--- config.mk ---
export PLATFORM = sky130hd
export DESIGN_NAME = ov7670_stream_gen
export DESIGN_NICKNAME = d
export VERILOG_FILES = /design/src/rtl/ov7670_gen_pkg.sv /design/src/rtl/ov7670_pattern_unit.sv /design/src/rtl/ov7670_stream_gen.sv
export SDC_FILE = /design/constraint.sdc
export NUM_CORES = 1
export LEC_CHECK = 0
export BUFFER_PORTS_ARGS = -buffer_cell sky130_fd_sc_hd__buf_4
export CAP_MARGIN = 15
export CORE_MARGIN = 5
export CORE_UTILIZATION = 35
export CTS_CLUSTER_SIZE = 14
export DETAILED_ROUTE_END_ITERATION = 8
export PLACE_DENSITY = 0.49
export SYNTH_ARGS = -nofsm -noshare
export SYNTH_HDL_FRONTEND = slang
export SYNTH_SLANG_ARGS = --single-unit
--- constraint.sdc ---
create_clock -name pclk -period 7.1 [get_ports pclk]
set_clock_uncertainty 0.05 [all_clocks]
set_input_delay 0.355 -clock pclk [delete_from_list [all_inputs] [get_ports pclk]]
set_output_delay 0.355 -clock pclk [all_outputs]
set_load 0.05 [all_outputs]
--- src/rtl/ov7670_gen_pkg.sv ---
// Shared state codes, pattern codes, bar colours and colour helpers for the OV7670 source.
// LFSR_SEED/LFSR_TAPS are consumed only when OV_GEN_LFSR_EN is defined.
package ov7670_gen_pkg;

  typedef logic [2:0] state_t;
  localparam state_t ST_IDLE   = 3'd0;
  localparam state_t ST_VSYNC  = 3'd1;
  localparam state_t ST_VBACK  = 3'd2;
  localparam state_t ST_ACTIVE = 3'd3;
  localparam state_t ST_VFRONT = 3'd4;

  typedef logic [1:0] pattern_t;
  localparam pattern_t PAT_BARS  = 2'd0;
  localparam pattern_t PAT_RAMP  = 2'd1;
  localparam pattern_t PAT_SOLID = 2'd2;
  localparam pattern_t PAT_CHECK = 2'd3;

  localparam int CW = 16;

  // x^12+x^11+x^10+x^4+1 -> state bits 11,10,9,3
  localparam logic [11:0] LFSR_SEED = 12'hACE;
  localparam logic [11:0] LFSR_TAPS = 12'hE08;

  function automatic logic [11:0] bar_colour(input logic [2:0] idx);
    logic [11:0] c;
    case (idx)
      3'd0:    c = 12'hFFF;
      3'd1:    c = 12'hFF0;
      3'd2:    c = 12'h0FF;
      3'd3:    c = 12'h0F0;
      3'd4:    c = 12'hF0F;
      3'd5:    c = 12'hF00;
      3'd6:    c = 12'h00F;
      default: c = 12'h000;
    endcase
    return c;
  endfunction

  // Replicating the top bits means the capture path's truncation returns the 444 colour exactly.
  function automatic logic [15:0] rgb444_to_565(input logic [11:0] c);
    return {c[11:8], c[11], c[7:4], c[7:6], c[3:0], c[3]};
  endfunction

endpackage

--- src/rtl/ov7670_pattern_unit.sv ---
// Colour generator for the next pixel to be emitted; owns the bar counter and, with
// OV_GEN_LFSR_EN defined, the pattern-3 LFSR (otherwise pattern 3 is a checkerboard).
module ov7670_pattern_unit
  import ov7670_gen_pkg::*;
#(
  parameter int H_ACTIVE = 640
) (
  input  logic          clk,
  input  logic          reset,
  input  logic          frame_start,
  input  logic          px_valid,
  input  logic          px_odd,
  input  logic [CW-1:0] x,
  input  logic [3:0]    y_lsb,
  input  logic [3:0]    frame_lsb,
  input  logic [1:0]    pattern,
  input  logic [11:0]   solid_rgb,
  output logic [11:0]   rgb
);

  localparam int BAR_W = H_ACTIVE / 8;
  localparam int BW    = $clog2(BAR_W + 1);
  localparam logic [BW-1:0] BAR_LAST = BW'(BAR_W - 1);

  logic [BW-1:0] bcnt_q, bcnt_d;
  logic [2:0]    bar_q, bar_d;
  logic [11:0]   alt_rgb;

  // Bar index advances on the first byte of each new pixel, no divider needed.
  always_comb begin
    bcnt_d = bcnt_q;
    bar_d  = bar_q;
    if (!px_valid || x == '0 || frame_start) begin
      bcnt_d = '0;
      bar_d  = '0;
    end else if (!px_odd) begin
      if (bcnt_q == BAR_LAST) begin
        bcnt_d = '0;
        bar_d  = bar_q + 3'd1;
      end else begin
        bcnt_d = bcnt_q + BW'(1);
      end
    end
  end

  always_ff @(posedge clk) begin
    if (reset) begin
      bcnt_q <= '0;
      bar_q  <= '0;
    end else begin
      bcnt_q <= bcnt_d;
      bar_q  <= bar_d;
    end
  end

`ifdef OV_GEN_LFSR_EN
  logic [11:0] lfsr_q;

  always_ff @(posedge clk) begin
    if (reset || frame_start) begin
      lfsr_q <= LFSR_SEED;
    end else if (px_valid && px_odd) begin
      lfsr_q <= {lfsr_q[10:0], ^(lfsr_q & LFSR_TAPS)};
    end
  end

  assign alt_rgb = lfsr_q;
`else
  assign alt_rgb = (x[3] ^ y_lsb[3]) ? 12'hFFF : 12'h000;
`endif

  always_comb begin
    case (pattern)
      PAT_BARS:  rgb = bar_colour(bar_d);
      PAT_RAMP:  rgb = {x[3:0], y_lsb, frame_lsb};
      PAT_SOLID: rgb = solid_rgb;
      default:   rgb = alt_rgb;
    endcase
  end

endmodule

--- src/rtl/ov7670_stream_gen.sv ---
// OV7670-style RGB565 byte stream source (vsync/href/d) with frame sequencing.
// Define OV_GEN_LFSR_EN to turn pattern 3 into an LFSR noise pattern.
module ov7670_stream_gen
  import ov7670_gen_pkg::*;
#(
  parameter int H_ACTIVE    = 640,
  parameter int V_ACTIVE    = 480,
  parameter int H_BLANK     = 288,
  parameter int VSYNC_LINES = 3,
  parameter int V_BACK      = 17,
  parameter int V_FRONT     = 10
) (
  input  logic        pclk,
  input  logic        reset,
  input  logic        enable,
  input  logic [1:0]  pattern_sel,
  input  logic [11:0] solid_rgb,
  output logic        vsync,
  output logic        href,
  output logic [7:0]  d,
  output logic        frame_done,
  output logic [7:0]  frame_count
);

  localparam int L     = 2 * H_ACTIVE + H_BLANK;
  localparam int BCW   = $clog2(L);
  localparam int MAX_A = (VSYNC_LINES > V_BACK) ? VSYNC_LINES : V_BACK;
  localparam int MAX_B = (V_ACTIVE > V_FRONT) ? V_ACTIVE : V_FRONT;
  localparam int MAXL  = (MAX_A > MAX_B) ? MAX_A : MAX_B;
  localparam int LNW   = $clog2(MAXL + 1);

  localparam logic [BCW-1:0] BC_LAST = BCW'(L - 1);
  localparam logic [BCW-1:0] BC_HREF = BCW'(2 * H_ACTIVE);
  localparam logic [LNW-1:0] LN_VS   = LNW'(VSYNC_LINES - 1);
  localparam logic [LNW-1:0] LN_VB   = LNW'(V_BACK - 1);
  localparam logic [LNW-1:0] LN_ACT  = LNW'(V_ACTIVE - 1);
  localparam logic [LNW-1:0] LN_VF   = LNW'(V_FRONT - 1);

  state_t         state_q, state_d;
  logic [BCW-1:0] bc_q, bc_d;
  logic [LNW-1:0] ln_q, ln_d, ln_last;
  logic [1:0]     pat_q, pat_d;
  logic           vsync_q, vsync_d, href_q, href_d, frame_done_q, frame_done_d;
  logic [7:0]     d_q, d_d, frame_count_q, frame_count_d;
  logic           frame_start;
  logic [CW-1:0]  x_d;
  logic [11:0]    rgb;
  logic [15:0]    pix565;

  always_comb begin
    state_d = state_q;
    bc_d    = bc_q;
    ln_d    = ln_q;
    case (state_q)
      ST_VSYNC:  ln_last = LN_VS;
      ST_VBACK:  ln_last = LN_VB;
      ST_ACTIVE: ln_last = LN_ACT;
      default:   ln_last = LN_VF;
    endcase
    if (state_q == ST_IDLE) begin
      bc_d = '0;
      ln_d = '0;
      if (enable) state_d = ST_VSYNC;
    end else if (bc_q == BC_LAST) begin
      bc_d = '0;
      if (ln_q == ln_last) begin
        ln_d = '0;
        case (state_q)
          ST_VSYNC:  state_d = ST_VBACK;
          ST_VBACK:  state_d = ST_ACTIVE;
          ST_ACTIVE: state_d = ST_VFRONT;
          default:   state_d = enable ? ST_VSYNC : ST_IDLE;
        endcase
      end else begin
        ln_d = ln_q + LNW'(1);
      end
    end else begin
      bc_d = bc_q + BCW'(1);
    end
  end

  // Outputs are registered from next-state values so they line up with the state they describe.
  assign frame_start   = (state_d == ST_VSYNC) && (state_q != ST_VSYNC);
  assign pat_d         = frame_start ? pattern_sel : pat_q;
  assign vsync_d       = (state_d == ST_VSYNC);
  assign href_d        = (state_d == ST_ACTIVE) && (bc_d < BC_HREF);
  assign frame_done_d  = (state_d == ST_VFRONT) && (bc_d == BC_LAST) && (ln_d == LN_VF);
  assign frame_count_d = frame_count_q + 8'(frame_done_d);
  assign x_d           = CW'(bc_d >> 1);
  assign pix565        = rgb444_to_565(rgb);
  assign d_d           = !href_d ? 8'h00 : (bc_d[0] ? pix565[7:0] : pix565[15:8]);

  ov7670_pattern_unit #(
    .H_ACTIVE (H_ACTIVE)
  ) u_pattern (
    .clk         (pclk),
    .reset       (reset),
    .frame_start (frame_start),
    .px_valid    (href_d),
    .px_odd      (bc_d[0]),
    .x           (x_d),
    .y_lsb       (4'(ln_d)),
    .frame_lsb   (frame_count_q[3:0]),
    .pattern     (pat_q),
    .solid_rgb   (solid_rgb),
    .rgb         (rgb)
  );

  always_ff @(posedge pclk) begin
    if (reset) begin
      state_q       <= ST_IDLE;
      bc_q          <= '0;
      ln_q          <= '0;
      pat_q         <= '0;
      vsync_q       <= 1'b0;
      href_q        <= 1'b0;
      d_q           <= '0;
      frame_done_q  <= 1'b0;
      frame_count_q <= '0;
    end else begin
      state_q       <= state_d;
      bc_q          <= bc_d;
      ln_q          <= ln_d;
      pat_q         <= pat_d;
      vsync_q       <= vsync_d;
      href_q        <= href_d;
      d_q           <= d_d;
      frame_done_q  <= frame_done_d;
      frame_count_q <= frame_count_d;
    end
  end

  assign vsync       = vsync_q;
  assign href        = href_q;
  assign d           = d_q;
  assign frame_done  = frame_done_q;
  assign frame_count = frame_count_q;

endmodule
==> reports/metrics.csv <==
stage,metric,value,unit
yosys,netlist_area,3210,sq um
cts,cts_max_level,2,
sta,slew_headroom,0.405,
setup_path,startpoint,bc_q[0]$_SDFF_PP0_,
yosys,ys_types,65,
floorplan,core_area,9110,sq um
sta,finalSetupViolations,0,
setup_path,crit_required,7.23,ns
layout,layout.cells.non_filler,515,
power_and_ir_drop,leakage,0.00129,uW
global_route,grt_pass1_wl,14500,microns
floorplan,die_x,106,microns
floorplan,ios,36,
global_route,track_usage,0.159,
setup_path,worstPathArrival,3.90,ns
setup_path,timing.rr.end,frame_count[5]$_SDFF_PP0_,
floorplan,fp.dieH,106,microns
cts,cts_buffers,5,
placed_design,placed_cells,508,
route,drc,0,
sta,fin_crit_sh,0.530,
cts,cts_setup_buffers,0,
setup_path,worstReg2RegStart,bc_q[0]$_SDFF_PP0_,
cts,cts-root-buf,clkbuf_8,
power_and_ir_drop,powerDensity,150,nW/um^2
layout,nNetsFinal,427,
outcome,status,completed,
route,dr_total_vias,2883,
route,viasPerCell,5.60,
yosys,syn_nets,409,
sta,slew_viol_final,0,
yosys,synth_xor_area_frac,0.0764,
yosys,yosysSeqAreaShare,0.337,
run,maxCapViolations,0,
layout,n_antenna_cell,0,
cts,cts_tree,done,
global_route,antenna_found_initial,0,
setup_path,r2r_slack,3.34,ns
yosys,synth_simple_gate_area_frac,0.298,
hold_path,hold_path_class,in2reg,
global_route,grt_start_max_net_pins,38,
global_route,grt-ovfl-total,0,
cts,clk_latency,0.31,ns
sta,rsz0062_at_grt,false,
cts,cts.sinks,54,
yosys,ys_seq_elements,54,
layout,layout_common_cells,"dfxtp_1 (54), nor2_1 (37), buf_4 (37)",
sta,tightest_slew,0.889,ns
setup_path,cp_max_fo,10,
yosys,async_flop_share,0,
sta,period_minus_slack,3.76,ns
layout,final_common_cell,dfxtp_1,
cts,clock_path_buffers,2,
yosys,synth.area.mux_share,0.0257,
cts,postCtsHoldBufs,0,
sta,hold_violations,0,
route,drt_iter0_markers,118,
global_route,grt_pass1_vias,2846,
layout,fillers,962,
sta,whs,0.223,ns
cts,ctsResizeCount,0,
yosys,syn_area_per_cell,8.32,sq um
route,drt_pass1_iterations,4,
floorplan,start_util,0.353,
sta,tns,0,ns
floorplan,die-area,11200,sq um
layout,area_growth,11.6,%
layout,drive_gt1_frac,0.144,
setup_path,start_kind,register,
yosys,synth_compound_area_frac,0.193,
setup_path,cp-endpoint,frame_count[5]$_SDFF_PP0_,
route,postRouteWirelength,8680,microns
yosys,synthCells,386,
placed_design,gp_congestion,0.806,
placed_design,hpwlAfterDp,6490,microns
route,drtAntennaViolNets,0,
floorplan,rows,35,
cts,clk_pin_slew_worst_paths,0.10,ns
yosys,yosys_warnings,0,
sta,fmax,266,MHz
power_and_ir_drop,ir_drop,64.9,uV
setup_path,rr_worst_depth,12,
setup_path,worstSetupPathType,reg2reg,
yosys,synth_fa_ha_area_frac,0.0234,
placed_design,io_buffers,35,
setup_path,critPathCaptureType,register,
yosys,synth_edf_count,0,
yosys,synth_top_family_by_area,simple AND/OR/NAND/NOR gates,
route,wl_per_cell,16.9,microns
yosys,synth_flop_cell,dfxtp_1,
[flip-flops by register name, indices dropped and copies added, names as in the netlist, 2 cells and up]
name,flops
bc_q,11
ln_q,9
d,8
frame_count,8
u_pattern.bcnt_q,7
state_q,3
u_pattern.bar_q,3
pat_q,2
[Yosys cell counts (7+ instances only)]
master    number  area, sq um
nor3_1        31          155
o21ai_0       11         55.1
xor2_1        11         96.3
nand4_1        7         43.8
nand2b_1      10         62.6
clkbuf_1      19         71.3
a211oi_1       8         60.1
xnor2_1       17          149
nor2_1        37          139
nor4_1         7         43.8
a21oi_1       13         65.1
nand2_1       21         78.8
inv_1          7         26.3
nor2b_1        8         50.1
and3_1         9         56.3
or3_1          7         43.8
nand3_1       18         90.1
dfxtp_1       54         1080
[final cells by class]
class | count | area, sq um | area share
Clock buffer | 6 | 72.6 | 0.0202
Clock inverter | 1 | 7.51 | 0.00209
Timing Repair Buffer | 37 | 278 | 0.0775
Tap cell | 111 | 139 | 0.0387
Multi-Input combinational cell | 299 | 1980 | 0.553
Inverter | 7 | 26.3 | 0.00733
Sequential cell | 54 | 1080 | 0.302
[cell families (layout without fill, tap and decap cells)]
| group | count (synthesis) | count (layout) |
|---|---|---|
| xor gates and xnor gates | 28 | 28 |
| buffers and inverters | 33 | 51 |
| AOI/OAI and AO/OA | 79 | 79 |
| and+or+nand+nor | 178 | 178 |
| DFF | 54 | 54 |
| muxes | 8 | 8 |
| adders and majority gates | 6 | 6 |
[layer usage]
| metal | GRT usage | share of wire | vias up |
|---|---|---|---|
| li1 | - | - | 1459 |
| met1 | 0.218 | 0.49 | 1346 |
| met2 | 0.257 | 0.45 | 68 |
| met3 | 0.0269 | 0.043 | 10 |
| met4 | 0.0416 | 0.014 | 0 |
| met5 | 0 | 0 | - |
[how the worst min path moves through the flow]
stage	from	endpoint	slack, ns	cells past startpoint
floorplan	u_pattern.bcnt_q[1]$_SDFFE_PP0N_	u_pattern.bcnt_q[1]$_SDFFE_PP0N_	0.42	2
finish	pattern_sel[0]	pat_q[0]$_SDFFE_PP0P_	0.22	3
CTS	pattern_sel[0]	pat_q[0]$_SDFFE_PP0P_	0.21	3
global route	pattern_sel[1]	pat_q[1]$_SDFFE_PP0P_	0.24	3
detailed placement	u_pattern.bcnt_q[1]$_SDFFE_PP0N_	u_pattern.bcnt_q[1]$_SDFFE_PP0N_	0.44	2
global placement	u_pattern.bcnt_q[1]$_SDFFE_PP0N_	u_pattern.bcnt_q[1]$_SDFFE_PP0N_	0.44	2
[worst max-delay path: stages (launching register included)]
cell,delay (ns)
dfxtp_1,0.49
ha_1,0.39
nand3_1,0.26
or4_1,0.65
a2111oi_2,0.56
a21oi_1,0.11
nor2_1,0.13
o2111a_1,0.25
ha_1,0.21
and3_1,0.22
nand3_1,0.10
xor2_1,0.15
nor2_1,0.05
[through the flow]
step	cell area, sq um	setup slack [ns]	total power [uW]	utilization
floorplan	3210	3.78	355	-
global placement	3500	3.51	375	0.385
detailed placement	3500	3.38	375	0.385
CTS	3580	3.34	548	0.394
global route	3580	3.02	564	0.394
finish	3580	3.34	538	0.394
[power by group]
part | internal, uW | switching, uW
Combinational | 22.0 | 35.8
Sequential | 305 | 5.25
Clock | 68.1 | 102
Total | 395 | 143
Note: power is estimated with default switching activity, not from simulation.
